--- src/rtl/adder_pkg.sv ---
// Shared definitions for the pipelined adder/subtractor.
// Slice sizing, configuration check and per-stage flag bundle.
package adder_pkg;

    // Width of the operand slice rippled by each pipeline stage.
    function automatic int chunk_width(input int width, input int stages);
        return (stages > 0) ? width / stages : width;
    endfunction

    // Legal configurations split the operands into equal, non-empty slices.
    function automatic bit cfg_ok(input int width, input int stages);
        return (stages >= 1) && (stages <= width) && (width % stages == 0);
    endfunction

    // Control/sign part of a stage register; the data part is width-dependent.
    typedef struct packed {
        logic valid;
        logic carry;
        logic a_msb;
        logic b_msb;
    } stage_flags_t;

endpackage

--- src/rtl/rca_slice.sv ---
// Combinational CHUNK-bit ripple-carry adder.
// One full adder per bit, carry chained LSB to MSB.
module rca_slice
    import adder_pkg::*;
#(
    parameter int CHUNK = 4
) (
    input  logic [CHUNK-1:0] x,
    input  logic [CHUNK-1:0] y,
    input  logic             ci,
    output logic [CHUNK-1:0] s,
    output logic             co
);

    logic [CHUNK:0] w_c;

    assign w_c[0] = ci;

    for (genvar i = 0; i < CHUNK; i++) begin : g_fa
        assign s[i]     = x[i] ^ y[i] ^ w_c[i];
        assign w_c[i+1] = (x[i] & y[i]) | (w_c[i] & (x[i] ^ y[i]));
    end

    assign co = w_c[CHUNK];

endmodule

--- src/rtl/pipelined_addsub.sv ---
// Pipelined ripple-carry adder/subtractor, one slice per stage.
// Valid/ready flow control with combinational ready back-propagation.
module pipelined_addsub
    import adder_pkg::*;
#(
    parameter int WIDTH  = 8,
    parameter int STAGES = 2
) (
    input  logic             clk,
    input  logic             rst,
    input  logic             in_valid,
    output logic             in_ready,
    input  logic [WIDTH-1:0] a,
    input  logic [WIDTH-1:0] b,
    input  logic             cin,
    input  logic             sub,
    output logic             out_valid,
    input  logic             out_ready,
    output logic [WIDTH-1:0] sum,
    output logic             cout,
    output logic             ovf
);

    localparam int CHUNK = chunk_width(WIDTH, STAGES);

    if (!cfg_ok(WIDTH, STAGES)) begin : g_cfg_err
        $fatal(1, "pipelined_addsub: WIDTH must be a multiple of STAGES, 1 <= STAGES <= WIDTH");
    end

    typedef struct packed {
        stage_flags_t     f;
        logic [WIDTH-1:0] sum;
        logic [WIDTH-1:0] pa;
        logic [WIDTH-1:0] pb;
    } stage_t;

    logic [STAGES-1:0] w_adv;
    logic [WIDTH-1:0]  w_b_eff;
    logic              w_cin_eff;

    assign w_b_eff   = sub ? ~b : b;
    assign w_cin_eff = sub | cin;
    assign in_ready  = !rst && w_adv[0];

    for (genvar k = 0; k < STAGES; k++) begin : g_stage
        stage_t           r_q;
        logic [WIDTH-1:0] w_pa_in;
        logic [WIDTH-1:0] w_pb_in;
        logic [WIDTH-1:0] w_sum_in;
        logic [WIDTH-1:0] w_sum_next;
        logic [CHUNK-1:0] w_s;
        logic             w_ci;
        logic             w_co;
        logic             w_v_in;
        logic             w_am;
        logic             w_bm;

        if (k == 0) begin : g_first
            assign w_pa_in  = a;
            assign w_pb_in  = w_b_eff;
            assign w_sum_in = '0;
            assign w_ci     = w_cin_eff;
            assign w_v_in   = in_valid;
            assign w_am     = a[WIDTH-1];
            assign w_bm     = w_b_eff[WIDTH-1];
        end else begin : g_next
            assign w_pa_in  = g_stage[k-1].r_q.pa;
            assign w_pb_in  = g_stage[k-1].r_q.pb;
            assign w_sum_in = g_stage[k-1].r_q.sum;
            assign w_ci     = g_stage[k-1].r_q.f.carry;
            assign w_v_in   = g_stage[k-1].r_q.f.valid;
            assign w_am     = g_stage[k-1].r_q.f.a_msb;
            assign w_bm     = g_stage[k-1].r_q.f.b_msb;
        end

        if (k == STAGES - 1) begin : g_adv_last
            assign w_adv[k] = !r_q.f.valid || out_ready;
        end else begin : g_adv_mid
            assign w_adv[k] = !r_q.f.valid || w_adv[k+1];
        end

        rca_slice #(
            .CHUNK(CHUNK)
        ) u_slice (
            .x (w_pa_in[CHUNK-1:0]),
            .y (w_pb_in[CHUNK-1:0]),
            .ci(w_ci),
            .s (w_s),
            .co(w_co)
        );

        // Merge this stage's slice into the partial sum.
        always_comb begin
            w_sum_next = w_sum_in;
            w_sum_next[k*CHUNK +: CHUNK] = w_s;
        end

        // Stage register: load on advance, cleared by reset.
        always_ff @(posedge clk or posedge rst) begin
            if (rst) begin
                r_q <= '0;
            end else if (w_adv[k]) begin
                r_q.f.valid <= w_v_in;
                r_q.f.carry <= w_co;
                r_q.f.a_msb <= w_am;
                r_q.f.b_msb <= w_bm;
                r_q.sum     <= w_sum_next;
                r_q.pa      <= w_pa_in >> CHUNK;
                r_q.pb      <= w_pb_in >> CHUNK;
            end
        end
    end

    stage_t w_last;
    logic   w_unused_pending;

    assign w_last           = g_stage[STAGES-1].r_q;
    assign w_unused_pending = ^{w_last.pa, w_last.pb};

    assign out_valid = w_last.f.valid;
    assign sum       = w_last.sum;
    assign cout      = w_last.f.carry;
    assign ovf       = (w_last.f.a_msb == w_last.f.b_msb) &&
                       (w_last.sum[WIDTH-1] != w_last.f.a_msb);

endmodule

--- config.mk ---
export PLATFORM = sky130hd
export DESIGN_NAME = pipelined_addsub
export DESIGN_NICKNAME = d
export VERILOG_FILES = /design/src/rtl/adder_pkg.sv /design/src/rtl/rca_slice.sv /design/src/rtl/pipelined_addsub.sv
export SDC_FILE = /design/constraint.sdc
export NUM_CORES = 1
export LEC_CHECK = 0
export BUFFER_PORTS_ARGS = -buffer_cell sky130_fd_sc_hd__clkbuf_2
export CORE_ASPECT_RATIO = 1.25
export CORE_MARGIN = 1.5
export CORE_UTILIZATION = 47
export CTS_CLUSTER_SIZE = 12
export DETAILED_ROUTE_END_ITERATION = 16
export PLACE_DENSITY = 0.78
export SETUP_SLACK_MARGIN = 0.4
export SLEW_MARGIN = 15
export SYNTH_ARGS = -nofsm -noshare
export SYNTH_HDL_FRONTEND = slang
export SYNTH_SLANG_ARGS = --single-unit
--- constraint.sdc ---
create_clock -name clk -period 2 [get_ports clk]
set_input_delay 0.1 -clock clk [delete_from_list [all_inputs] [get_ports clk]]
set_output_delay 0.1 -clock clk [all_outputs]
set_load 0.02 [all_outputs]
==> impl_metrics.sql, run 1 <==
INSERT INTO impl_metrics (metric_group, metric, value, unit) VALUES
('status', 'run_status', 'finished, violations left', ''),
('status', 'failed_checks', 'setup timing', ''),
('detailed_routing', 'postRouteWirelength', '2.244', 'mm'),
('detailed_routing', 'viasPerCell', '4.875', ''),
('floorplan', 'floorplan.initialDensity', '0.4970', ''),
('worst_setup_path', 'crit_path_max_fanout', '2', ''),
('grt', 'grt.total_usage', '0.1676', ''),
('clock_network', 'tritoncts', 'done', ''),
('worst_setup_path', 'flop_to_flop_setup_slack', '-0.10', 'ns'),
('layout', 'post_route_cells_drive_above_1_share', '0.5299', ''),
('floorplan', 'boundaryPins', '34', ''),
('yosys', 'synth.cell_area', '1345', 'sq um'),
('placement', 'post-place-ws', '-0.3182', 'ns'),
('detailed_routing', 'first_iter_violations', '6', ''),
('timing', 'worst-slew-pin-transition', '0.5795', 'ns'),
('placement', 'gp_routability_congestion', '0.7171', ''),
('grt', 'grt_first_pass_wirelength', '4.036', 'mm'),
('power_and_ir_drop', 'p_total', '1483', 'uW'),
('job', 'timing.max_cap.violations', '0', ''),
('worst_setup_path', 'worstSetupPathType', 'flip-flop to flip-flop', ''),
('timing', 'rsz0062_at_grt', 'yes', ''),
('clock_network', 'path_clk_slew', '0.12', 'ns'),
('worst_setup_path', 'worst_case_reg_to_reg_path_depth', '8', ''),
('layout', 'antenna_diode_count', '0', ''),
('detailed_routing', 'postRouteAntennaNets', '0', ''),
('min_path', 'hold_crit_start', 'a[4]', ''),
('yosys', 'post_synthesis_mean_instance_area', '13.32', 'sq um'),
('worst_setup_path', 'cp_cell_sequence', 'fa_2 > inv_2 > fa_2 > inv_2 > fa_2 > inv_2 > fa_1 > a21oi_2', ''),
('timing', 'finalWorstPathRequiredPeriod', '2.105', 'ns'),
('yosys', 'ys_warn_count', '0', ''),
('min_path', 'worst_hold_check_path_type', 'input pin to flip-flop', ''),
('power_and_ir_drop', 'worst_ir_drop_vdd', '0.4211', 'mV'),
('grt', 'grt_pass1_vias', '892', ''),
('detailed_routing', 'routed_vias', '819', ''),
('timing', 'final_worst_slack', '-0.1047', 'ns'),
('worst_setup_path', 'crit_path_slowest_cell', 'sky130_fd_sc_hd__dfrtp_1', ''),
('detailed_routing', 'routed_wire_length_per_instance', '13.36', 'um'),
('yosys', 'synth-seq-cells', '26', ''),
('yosys', 'synth.distinct_cells', '19', ''),
('layout', 'final_nets', '166', ''),
('power_and_ir_drop', 'power.static_leakage', '0.0007812', 'uW'),
('timing', 'timing.slew.headroom', '0.6137', ''),
('yosys', 'synthTopCellsByArea', 'sky130_fd_sc_hd__dfrtp_1 (48%), sky130_fd_sc_hd__fa_1 (12%), sky130_fd_sc_hd__mux2_2 (11%)', ''),
('worst_setup_path', 'timing.critical_path.arrival', '2.34', 'ns'),
('timing', 'final_number_of_setup_violating_endpoints', '1', ''),
('clock_network', 'cts_max_path_buffers', '2', ''),
('timing', 'fmax', '475.1', 'MHz'),
('yosys', 'async_reset_ff_frac', '1.000', ''),
('timing', 'post-route-period-util', '1.052', ''),
('worst_setup_path', 'rr_endpoint', 'sum[7]', ''),
('placement', 'dpl.hpwl', '1.777', 'mm'),
('worst_setup_path', 'critPathMaxStageDelay', '0.42', 'ns'),
('layout', 'mostFrequentLayoutCells', 'sky130_fd_sc_hd__clkbuf_2 (32), sky130_fd_sc_hd__dfrtp_1 (25), sky130_fd_sc_hd__mux2_2 (11)', ''),
('timing', 'totalNegativeSetupSlack', '-0.1047', 'ns'),
('yosys', 'synth.net_count', '131', ''),
('worst_setup_path', 'r2r_start', 'g_stage[1].w_pa_in[0]', ''),
('floorplan', 'placementRows', '21', ''),
('timing', 'skew', '0.007133', 'ns'),
('yosys', 'synth_sequential_area_ratio', '0.4837', ''),
('yosys', 'synth_top_cell_by_area', 'sky130_fd_sc_hd__dfrtp_1', ''),
('timing', 'maxSlewViolCount', '0', ''),
('placement', 'portBuffers', '33', ''),
('min_path', 'timing.hold.worst_path_depth', '2', ''),
('clock_network', 'number_of_buffers_created_by_cts', '3', ''),
('floorplan', 'chip_height', '62.81', 'um'),
('yosys', 'synth.top_cell.area_share', '0.4837', ''),
('layout', 'layout.cells.most_common', 'sky130_fd_sc_hd__clkbuf_2', ''),
('layout', 'post-route-util', '0.5941', ''),
('yosys', 'synth_flop_cell', 'sky130_fd_sc_hd__dfrtp_1', ''),
('layout', 'fillcell_total', '217', ''),
('placement', 'placement.cell_area', '1525', 'sq um');
[registers in the layout (all words and copies together) (netlist names)]
signal and count:
sum 8, g_stage.w_sum_in 4, g_stage.w_pa_in 3, g_stage.w_pb_in 3
g_stage.r_q 2, cout 1, g_stage.w_am 1, g_stage.w_bm 1
g_stage.w_ci 1, g_stage.w_v_in 1, out_valid 1
[layer usage]
metal | share of wire | vias to the layer above | routed length, um | GRT usage
met4 | 0.015 | 0 | 34 | 0.07095
met5 | 0 | - | 0 | 0
met3 | 0.028 | 2 | 62 | 0.01435
li1 | - | 382 | - | -
met1 | 0.40 | 419 | 904 | 0.2151
met2 | 0.55 | 16 | 1243 | 0.2862
[Yosys cell counts, types with 2 or more instances]
master                      n
sky130_fd_sc_hd__fa_1       8
sky130_fd_sc_hd__buf_2      2
sky130_fd_sc_hd__a21oi_1    3
sky130_fd_sc_hd__mux2i_1    3
sky130_fd_sc_hd__inv_1     12
sky130_fd_sc_hd__xnor2_1    3
sky130_fd_sc_hd__mux2_1     5
sky130_fd_sc_hd__nand2b_1   4
sky130_fd_sc_hd__xor2_1     5
sky130_fd_sc_hd__dfrtp_1   26
sky130_fd_sc_hd__nor3b_1    3
sky130_fd_sc_hd__buf_4      8
sky130_fd_sc_hd__mux2_2    13
[worst max-delay path, delay by kind of cell, from the launching register on]
kind / cells / cell delay (ns)
buffers and inverters: 3 / 0.16
flip-flops: 1 / 0.42
adder cells (fa/ha/maj): 4 / 1.33
AO/OA/AOI/OAI: 1 / 0.13
[timing repair]
action / CTS / global route
hold buffers: 2 / 1
hold endpoints to repair: 27 / 1
gates resized for setup: 6 / 2
endpoints found under the setup margin: 6 / 6
setup buffers: 1 / 0
pin swaps: 3 / 0
cloned: 0 / 0
[cell type report]
| class | count | area [sq um] | area share |
|---|---|---|---|
| inverters | 12 | 45.04 | 0.02802 |
| well taps | 34 | 42.54 | 0.02646 |
| clock buffers | 3 | 22.52 | 0.01401 |
| repair buffers | 41 | 242.7 | 0.1510 |
| flip-flops and latches | 26 | 651.9 | 0.4054 |
| multi-input cells | 52 | 603.1 | 0.3751 |
[metrics by stage]
stage / cells / hold WS (ns)
2_1_floorplan: 101 / 0.1452
3_3_place_gp: 161 / 0.1624
3_5_place_dp: 161 / 0.1693
4_1_cts: 167 / 0.00008604
5_1_grt: 168 / 0.01256
6_report: 168 / 0.007969
[power breakdown]
| part | switching, uW | internal (uW) | leakage (uW) |
|---|---|---|---|
| Combinational | 280 | 257 | 0.000469 |
| Clock | 138 | 70.2 | 0.0000138 |
| Sequential | 82.1 | 655 | 0.000299 |
[worst max path at each step]
stage                          start                     end  slack [ns]  cells after the start
5_1_grt        g_stage[1].w_pa_in[0]                  sum[7]       -0.17                      8
3_3_place_gp                     sub  g_stage[1].w_sum_in[3]       -0.27                      9
3_5_place_dp                     sub  g_stage[1].w_sum_in[3]       -0.32                      9
4_1_cts        g_stage[1].w_pa_in[0]                  sum[7]       -0.11                      8
6_report       g_stage[1].w_pa_in[0]                  sum[7]       -0.10                      8
2_1_floorplan                    sub  g_stage[1].w_sum_in[3]       -0.24                      9
[logic make-up after synthesis]
group | share of synthesized area
AOI/OAI and AO/OA | 0.01581
xor gates and xnor gates | 0.05210
adders and majority gates | 0.1191
buffers and inverters | 0.09395
DFF | 0.4837
muxes | 0.1730
and+or+nand+nor | 0.06233
No activity file was read; power rests on OpenSTA's default activity.
==> run 2, diff against run 1 <==
--- a/config.mk
+++ b/config.mk
@@ -12,6 +12,7 @@
 export CTS_CLUSTER_SIZE = 12
 export DETAILED_ROUTE_END_ITERATION = 16
 export PLACE_DENSITY = 0.78
+export REMOVE_ABC_BUFFERS = 1
 export SETUP_SLACK_MARGIN = 0.4
 export SLEW_MARGIN = 15
 export SYNTH_ARGS = -nofsm -noshare
==> impl_metrics.sql, run 2 (synthesis results as in run 1) <==
INSERT INTO impl_metrics (metric_group, metric, value, unit) VALUES
('power_and_ir_drop', 'power.static_leakage', '0.0007915', 'uW'),
('layout', 'antenna_diode_count', '0', ''),
('timing', 'final_number_of_setup_violating_endpoints', '1', ''),
('worst_setup_path', 'crit_path_start', 'g_stage[1].w_ci', ''),
('placement', 'gp_routability_congestion', '0.7003', ''),
('placement', 'dpl.hpwl', '1.649', 'mm'),
('layout', 'largest_reg_flops', '8', ''),
('layout', 'mostFrequentLayoutCells', 'sky130_fd_sc_hd__clkbuf_2 (31), sky130_fd_sc_hd__dfrtp_1 (25), sky130_fd_sc_hd__mux2_2 (12)', ''),
('floorplan', 'full_die_area', '3194', 'sq um'),
('min_path', 'hold_crit_start', 'b[5]', ''),
('layout', 'area_growth_syn_to_layout', '22.23', '%'),
('floorplan', 'core_area', '2706', 'sq um'),
('grt', 'grt_first_pass_wirelength', '3.684', 'mm'),
('worst_setup_path', 'crit_path_end_kind', 'flip-flop', ''),
('clock_network', 'cts_max_level', '1', ''),
('job', 'timing.max_cap.violations', '0', ''),
('worst_setup_path', 'crit_path_max_fanout', '2', ''),
('clock_network', 'tritoncts', 'done', ''),
('min_path', 'timing.hold.worst_path_depth', '3', ''),
('detailed_routing', 'postRouteWirelength', '2.173', 'mm'),
('timing', 'timing.slew.headroom', '0.6330', ''),
('floorplan', 'boundaryPins', '34', ''),
('timing', 'rsz0062_at_grt', 'yes', ''),
('layout', 'final_nets', '166', ''),
('layout', 'max_flop_register', 'sum', ''),
('clock_network', 'cts.root.buffer_cell', 'sky130_fd_sc_hd__clkbuf_4', ''),
('timing', 'fmax', '484.0', 'MHz'),
('clock_network', 'cts_max_path_buffers', '2', ''),
('status', 'run_status', 'finished, violations left', ''),
('floorplan', 'floorplan.initialDensity', '0.4970', ''),
('power_and_ir_drop', 'share_seq_of_total_power', '0.460', ''),
('detailed_routing', 'postRouteAntennaNets', '0', ''),
('detailed_routing', 'detail_route.first_pass.iterations', '3', ''),
('timing', 'post-route-period-util', '1.033', ''),
('worst_setup_path', 'r2r_start', 'g_stage[1].w_ci', ''),
('floorplan', 'chip_height', '62.81', 'um'),
('timing', 'maxSlewViolCount', '0', ''),
('worst_setup_path', 'worst_case_reg_to_reg_path_depth', '8', ''),
('floorplan', 'placementRows', '21', ''),
('layout', 'layout.cells.most_common', 'sky130_fd_sc_hd__clkbuf_2', ''),
('grt', 'grt_pass1_vias', '810', ''),
('clock_network', 'path_clk_slew', '0.14', 'ns'),
('worst_setup_path', 'worstSetupPathType', 'flip-flop to flip-flop', ''),
('detailed_routing', 'first_iter_violations', '6', ''),
('power_and_ir_drop', 'worst_ir_drop_vdd', '0.5068', 'mV'),
('detailed_routing', 'drc_errors', '0', ''),
('floorplan', 'die-width', '50.85', 'um'),
('power_and_ir_drop', 'comb_power_share', '0.318', ''),
('timing', 'final_worst_slack', '-0.06624', 'ns'),
('power_and_ir_drop', 'proportion_of_power_drawn_by_the_clock_network', '0.221', ''),
('worst_setup_path', 'critical_path.startpoint_type', 'flip-flop', ''),
('clock_network', 'number_of_buffers_created_by_cts', '3', ''),
('power_and_ir_drop', 'p_int', '1097', 'uW'),
('power_and_ir_drop', 'switching_share', '0.3132', ''),
('timing', 'finalWorstPathRequiredPeriod', '2.066', 'ns'),
('grt', 'grt.total_usage', '0.1577', ''),
('worst_setup_path', 'crit_required', '2.25', 'ns'),
('power_and_ir_drop', 'p_total', '1598', 'uW'),
('grt', 'grt_start_max_net_pins', '27', ''),
('detailed_routing', 'viasPerCell', '4.746', ''),
('timing', 'worst-slew-pin-transition', '0.5505', 'ns'),
('timing', 'skew', '0.001332', 'ns'),
('layout', 'post_route_cells_drive_above_1_share', '0.4963', ''),
('status', 'failed_checks', 'setup timing', ''),
('grt', 'global_route.overflow_total', '0', ''),
('clock_network', 'num_clock_sinks', '26', ''),
('timing', 'hold-worst-slack', '0.06075', 'ns'),
('detailed_routing', 'routed_wire_length_per_instance', '12.86', 'um'),
('layout', 'fillcell_total', '214', ''),
('placement', 'portBuffers', '33', ''),
('power_and_ir_drop', 'power_per_cell_area', '971.7', 'nW/um^2'),
('worst_setup_path', 'timing.critical_path.arrival', '2.32', 'ns'),
('power_and_ir_drop', 'power.switching', '500.4', 'uW'),
('clock_network', 'clock_latency', '0.31', 'ns'),
('grt', 'initial_antenna_violation_count', '0', ''),
('timing', 'final_hold_viol_count', '0', ''),
('detailed_routing', 'routed_vias', '802', ''),
('min_path', 'worst_hold_check_path_type', 'input pin to flip-flop', '');
run 2: cell count changes in the layout (fill, tap and decap cells not counted), sizes merged:
cell / previous run / this run
dlygate4sd3: 3 / 6
buf: 6 / 4
bufinv: 0 / 1
clkbuf: 35 / 34
run 2: layout make-up:
cell class              instances  area (sq um)  share of cell area
clock buffers                   3         22.52             0.01370
clock inverters                 1         30.03             0.01826
inverters                      12         45.04             0.02740
multi-input cells              52         595.6              0.3623
flip-flops and latches         26         651.9              0.3965
well taps                      34         42.54             0.02588
repair buffers                 41         256.5              0.1560
run 2: per-stage QoR:
stage          instance area, sq um  setup WS (ns)  cells  utilization  TNS [ns]
6_report                       1644       -0.06624    169       0.6075  -0.06624
5_1_grt                        1644        -0.1482    169       0.6075   -0.1583
3_3_place_gp                   1486        -0.3443    159       0.5492   -0.7017
4_1_cts                        1623       -0.06500    168       0.5996  -0.06500
3_5_place_dp                   1486        -0.4158    159       0.5492   -0.8364
2_1_floorplan                  1264        -0.1965     90            -   -0.3138
run 2: path summary, 6_finish.rpt:
| check | end | slack (ns) |
|---|---|---|
| worst max-delay path | sum[7] | -0.07 |
| worst min-delay path | g_stage[1].w_pb_in[1] | 0.06 |
| worst max register to register | sum[7] | -0.07 |
| worst min register to register | g_stage[1].w_sum_in[1] | 0.52 |
| max in group asynchronous | out_valid | 1.37 |
| min in group asynchronous | g_stage[1].w_sum_in[0] | 0.37 |
run 2: repair_timing:
item,4_1_cts,5_1_grt
resized for setup,14,4
hold buffers,5,1
setup buffers,0,0
pin swaps,3,2
endpoints found under the hold margin,30,1
endpoints found under the setup margin,6,7
run 2: layer usage:
metal / global-route usage / vias to the layer above / part of all wire
li1: - / 385 / -
met1: 0.1929 / 402 / 0.41
met2: 0.2664 / 13 / 0.55
met3: 0.02153 / 2 / 0.022
met4: 0.08108 / 0 / 0.016
met5: 0 / - / 0
run 2: power by group through the flow:
stage                     combinational [uW]  sequential [uW]  clock [uW]
after floorplan                          228              823           0
after global placement                   464              738           0
after detailed placement                 480              749           0
after CTS                                512              738         362
after global routing                     559              752         393
final                                    509              735         354
run 2: critical path: stages, from the launching register on:
cell                      delay (ns)
sky130_fd_sc_hd__dfrtp_1        0.43
sky130_fd_sc_hd__fa_2           0.39
sky130_fd_sc_hd__inv_2          0.06
sky130_fd_sc_hd__fa_2           0.17
sky130_fd_sc_hd__inv_1          0.05
sky130_fd_sc_hd__fa_2           0.33
sky130_fd_sc_hd__inv_2          0.07
sky130_fd_sc_hd__fa_1           0.37
sky130_fd_sc_hd__a21oi_1        0.12
==> run 3, diff against run 2 <==
--- a/config.mk
+++ b/config.mk
@@ -14,7 +14,7 @@
 export PLACE_DENSITY = 0.78
 export REMOVE_ABC_BUFFERS = 1
 export SETUP_SLACK_MARGIN = 0.4
-export SLEW_MARGIN = 15
+export SLEW_MARGIN = 20
 export SYNTH_ARGS = -nofsm -noshare
 export SYNTH_HDL_FRONTEND = slang
 export SYNTH_SLANG_ARGS = --single-unit
==> constraint.sdc (replaced) <==
create_clock -name clk -period 2 [get_ports clk]
set_input_delay 0.1 -clock clk [delete_from_list [all_inputs] [get_ports clk]]
set_output_delay 0.1 -clock clk [all_outputs]
set_load 0.005 [all_outputs]
==> impl_metrics.sql, run 3 (synthesis results as in run 1) <==
INSERT INTO impl_metrics (metric_group, metric, value, unit) VALUES
('worst_setup_path', 'crit_path_slowest_cell', 'sky130_fd_sc_hd__dfrtp_1', ''),
('timing', 'worst-slew-pin-transition', '0.5884', 'ns'),
('timing', 'rsz0062_at_grt', 'yes', ''),
('grt', 'initial_antenna_violation_count', '0', ''),
('power_and_ir_drop', 'power_per_cell_area', '875.6', 'nW/um^2'),
('clock_network', 'number_of_buffers_created_by_cts', '3', ''),
('worst_setup_path', 'r2r_start', 'g_stage[1].w_pb_in[0]', ''),
('timing', 'fmax', '484.6', 'MHz'),
('grt', 'grt.met1_usage', '0.1948', ''),
('detailed_routing', 'postRouteAntennaNets', '0', ''),
('floorplan', 'floorplan.initialDensity', '0.4970', ''),
('layout', 'final_nets', '166', ''),
('detailed_routing', 'postRouteWirelength', '2.193', 'mm'),
('layout', 'antenna_diode_count', '0', ''),
('grt', 'grt_first_pass_wirelength', '3.739', 'mm'),
('clock_network', 'tritoncts', 'done', ''),
('timing', 'finalWorstPathRequiredPeriod', '2.063', 'ns'),
('clock_network', 'path_clk_slew', '0.14', 'ns'),
('clock_network', 'num_clock_sinks', '26', ''),
('worst_setup_path', 'timing.critical_path.arrival', '2.32', 'ns'),
('grt', 'grt.total_usage', '0.1552', ''),
('layout', 'layout.cells.most_common', 'sky130_fd_sc_hd__clkbuf_2', ''),
('timing', 'timing.slew.headroom', '0.6078', ''),
('layout', 'mostFrequentLayoutCells', 'sky130_fd_sc_hd__clkbuf_2 (32), sky130_fd_sc_hd__dfrtp_1 (25), sky130_fd_sc_hd__mux2_2 (11)', ''),
('layout', 'area_growth_syn_to_layout', '20.84', '%'),
('worst_setup_path', 'crit_path_max_fanout', '2', ''),
('clock_network', 'post_cts_repair_timing_setup_buffer_count', '0', ''),
('detailed_routing', 'viasPerCell', '4.763', ''),
('worst_setup_path', 'cp_cell_sequence', 'fa_2 > inv_2 > fa_2 > inv_2 > fa_2 > inv_2 > fa_1 > a21oi_1', ''),
('grt', 'groute.layer.met3.usage', '0.01435', ''),
('placement', 'gp_routability_congestion', '0.6999', ''),
('timing', 'post-route-period-util', '1.032', ''),
('clock_network', 'cts.root.buffer_cell', 'sky130_fd_sc_hd__clkbuf_4', ''),
('grt', 'global_route.overflow_total', '0', ''),
('layout', 'max_flop_register', 'sum', ''),
('timing', 'totalNegativeSetupSlack', '-0.06346', 'ns'),
('worst_setup_path', 'critical_path.startpoint_type', 'flip-flop', ''),
('grt', 'global_routing_usage_on_met2', '0.2615', ''),
('clock_network', 'cts_max_level', '1', ''),
('timing', 'hold-worst-slack', '0.04362', 'ns'),
('power_and_ir_drop', 'worst_ir_drop_vdd', '0.4712', 'mV'),
('worst_setup_path', 'worstSetupPathType', 'flip-flop to flip-flop', ''),
('layout', 'largest_reg_flops', '8', ''),
('timing', 'skew', '0.01166', 'ns'),
('detailed_routing', 'detail_route.first_pass.iterations', '4', ''),
('status', 'run_status', 'finished, violations left', ''),
('detailed_routing', 'drc_errors', '0', ''),
('min_path', 'hold_crit_start', 'b[5]', ''),
('status', 'failed_checks', 'setup timing', ''),
('detailed_routing', 'routed_wire_length_per_instance', '12.98', 'um'),
('floorplan', 'core_area', '2706', 'sq um'),
('grt', 'grt.busiest_layer', 'met2', ''),
('timing', 'maxSlewViolCount', '0', ''),
('clock_network', 'cts_max_path_buffers', '2', ''),
('grt', 'grt_pass1_vias', '827', ''),
('timing', 'final_worst_slack', '-0.06346', 'ns'),
('worst_setup_path', 'critPathMaxStageDelay', '0.42', 'ns'),
('worst_setup_path', 'crit_path_end_kind', 'flip-flop', ''),
('job', 'timing.max_cap.violations', '0', ''),
('floorplan', 'full_die_area', '3194', 'sq um'),
('worst_setup_path', 'crit_required', '2.26', 'ns'),
('floorplan', 'placementRows', '21', ''),
('grt', 'grt_start_max_net_pins', '28', ''),
('detailed_routing', 'first_iter_violations', '8', ''),
('floorplan', 'boundaryPins', '34', ''),
('worst_setup_path', 'worst_case_reg_to_reg_path_depth', '8', ''),
('clock_network', 'clock_latency', '0.32', 'ns'),
('worst_setup_path', 'crit_path_start', 'g_stage[1].w_pb_in[0]', ''),
('min_path', 'worst_hold_check_path_type', 'input pin to flip-flop', ''),
('timing', 'final_hold_viol_count', '0', ''),
('detailed_routing', 'routed_vias', '805', ''),
('power_and_ir_drop', 'power.static_leakage', '0.0007861', 'uW'),
('min_path', 'timing.hold.worst_path_depth', '3', ''),
('floorplan', 'die-width', '50.85', 'um'),
('timing', 'final_number_of_setup_violating_endpoints', '1', ''),
('layout', 'post_route_cells_drive_above_1_share', '0.5037', ''),
('placement', 'portBuffers', '33', ''),
('floorplan', 'chip_height', '62.81', 'um'),
('placement', 'dpl.hpwl', '1.641', 'mm');
run 3: cell count changes in the layout (fill, tap and decap cells not counted), sizes merged:
cell	before	now
bufinv	1	0
buf	4	3
clkbuf	34	36
run 3: per-stage QoR:
stage	cell area, sq um	setup WS, ns	power (uW)	utilization	instances
finish	1625	-0.06346	1423	0.6006	169
detailed placement	1486	-0.4203	1133	0.5492	159
global placement	1486	-0.3442	1105	0.5492	159
global route	1625	-0.1499	1525	0.6006	169
floorplan	1264	-0.1965	954.8	-	90
CTS	1593	-0.06173	1414	0.5885	167
run 3: worst paths after layout:
| kind | endpoint | slack (ns) |
|---|---|---|
| min in group asynchronous | g_stage[1].w_am | 0.34 |
| worst max-delay path | sum[7] | -0.06 |
| worst min register to register | g_stage[1].w_sum_in[0] | 0.50 |
| max in group asynchronous | out_valid | 1.40 |
| worst max register to register | sum[7] | -0.06 |
| worst min-delay path | g_stage[1].w_pb_in[1] | 0.04 |
run 3: layout make-up:
| cell class | instances | area [sq um] |
|---|---|---|
| inverters | 12 | 45.04 |
| clock buffers | 4 | 36.28 |
| well taps | 34 | 42.54 |
| fillers | 217 | 1081 |
| multi-input cells | 52 | 599.3 |
| repair buffers | 41 | 250.2 |
| flip-flops and latches | 26 | 651.9 |
run 3: routing by layer:
layer | wire length (um) | up-vias
met4 | 34 | 0
met3 | 54 | 2
met5 | 0 | -
met2 | 1208 | 15
met1 | 896 | 409
li1 | - | 379
run 3: critical path: cells and delay by family, from the launching register on:
kind / cells / cell delay (ns)
adders and majority gates: 4 / 1.30
DFF: 1 / 0.42
buffers and inverters: 3 / 0.16
AOI/OAI and AO/OA: 1 / 0.12
run 3: timing repair:
action | in CTS | in global routing
hold endpoints to repair | 29 | 2
pin swaps | 0 | 1
hold buffers | 4 | 2
setup endpoints to repair | 6 | 6
resized for setup | 13 | 6
run 3: power breakdown:
part           internal [uW]  leakage (uW)  switching [uW]
Sequential               656      0.000299            84.9
Clock                    111     0.0000210             154
Combinational            244      0.000466             174
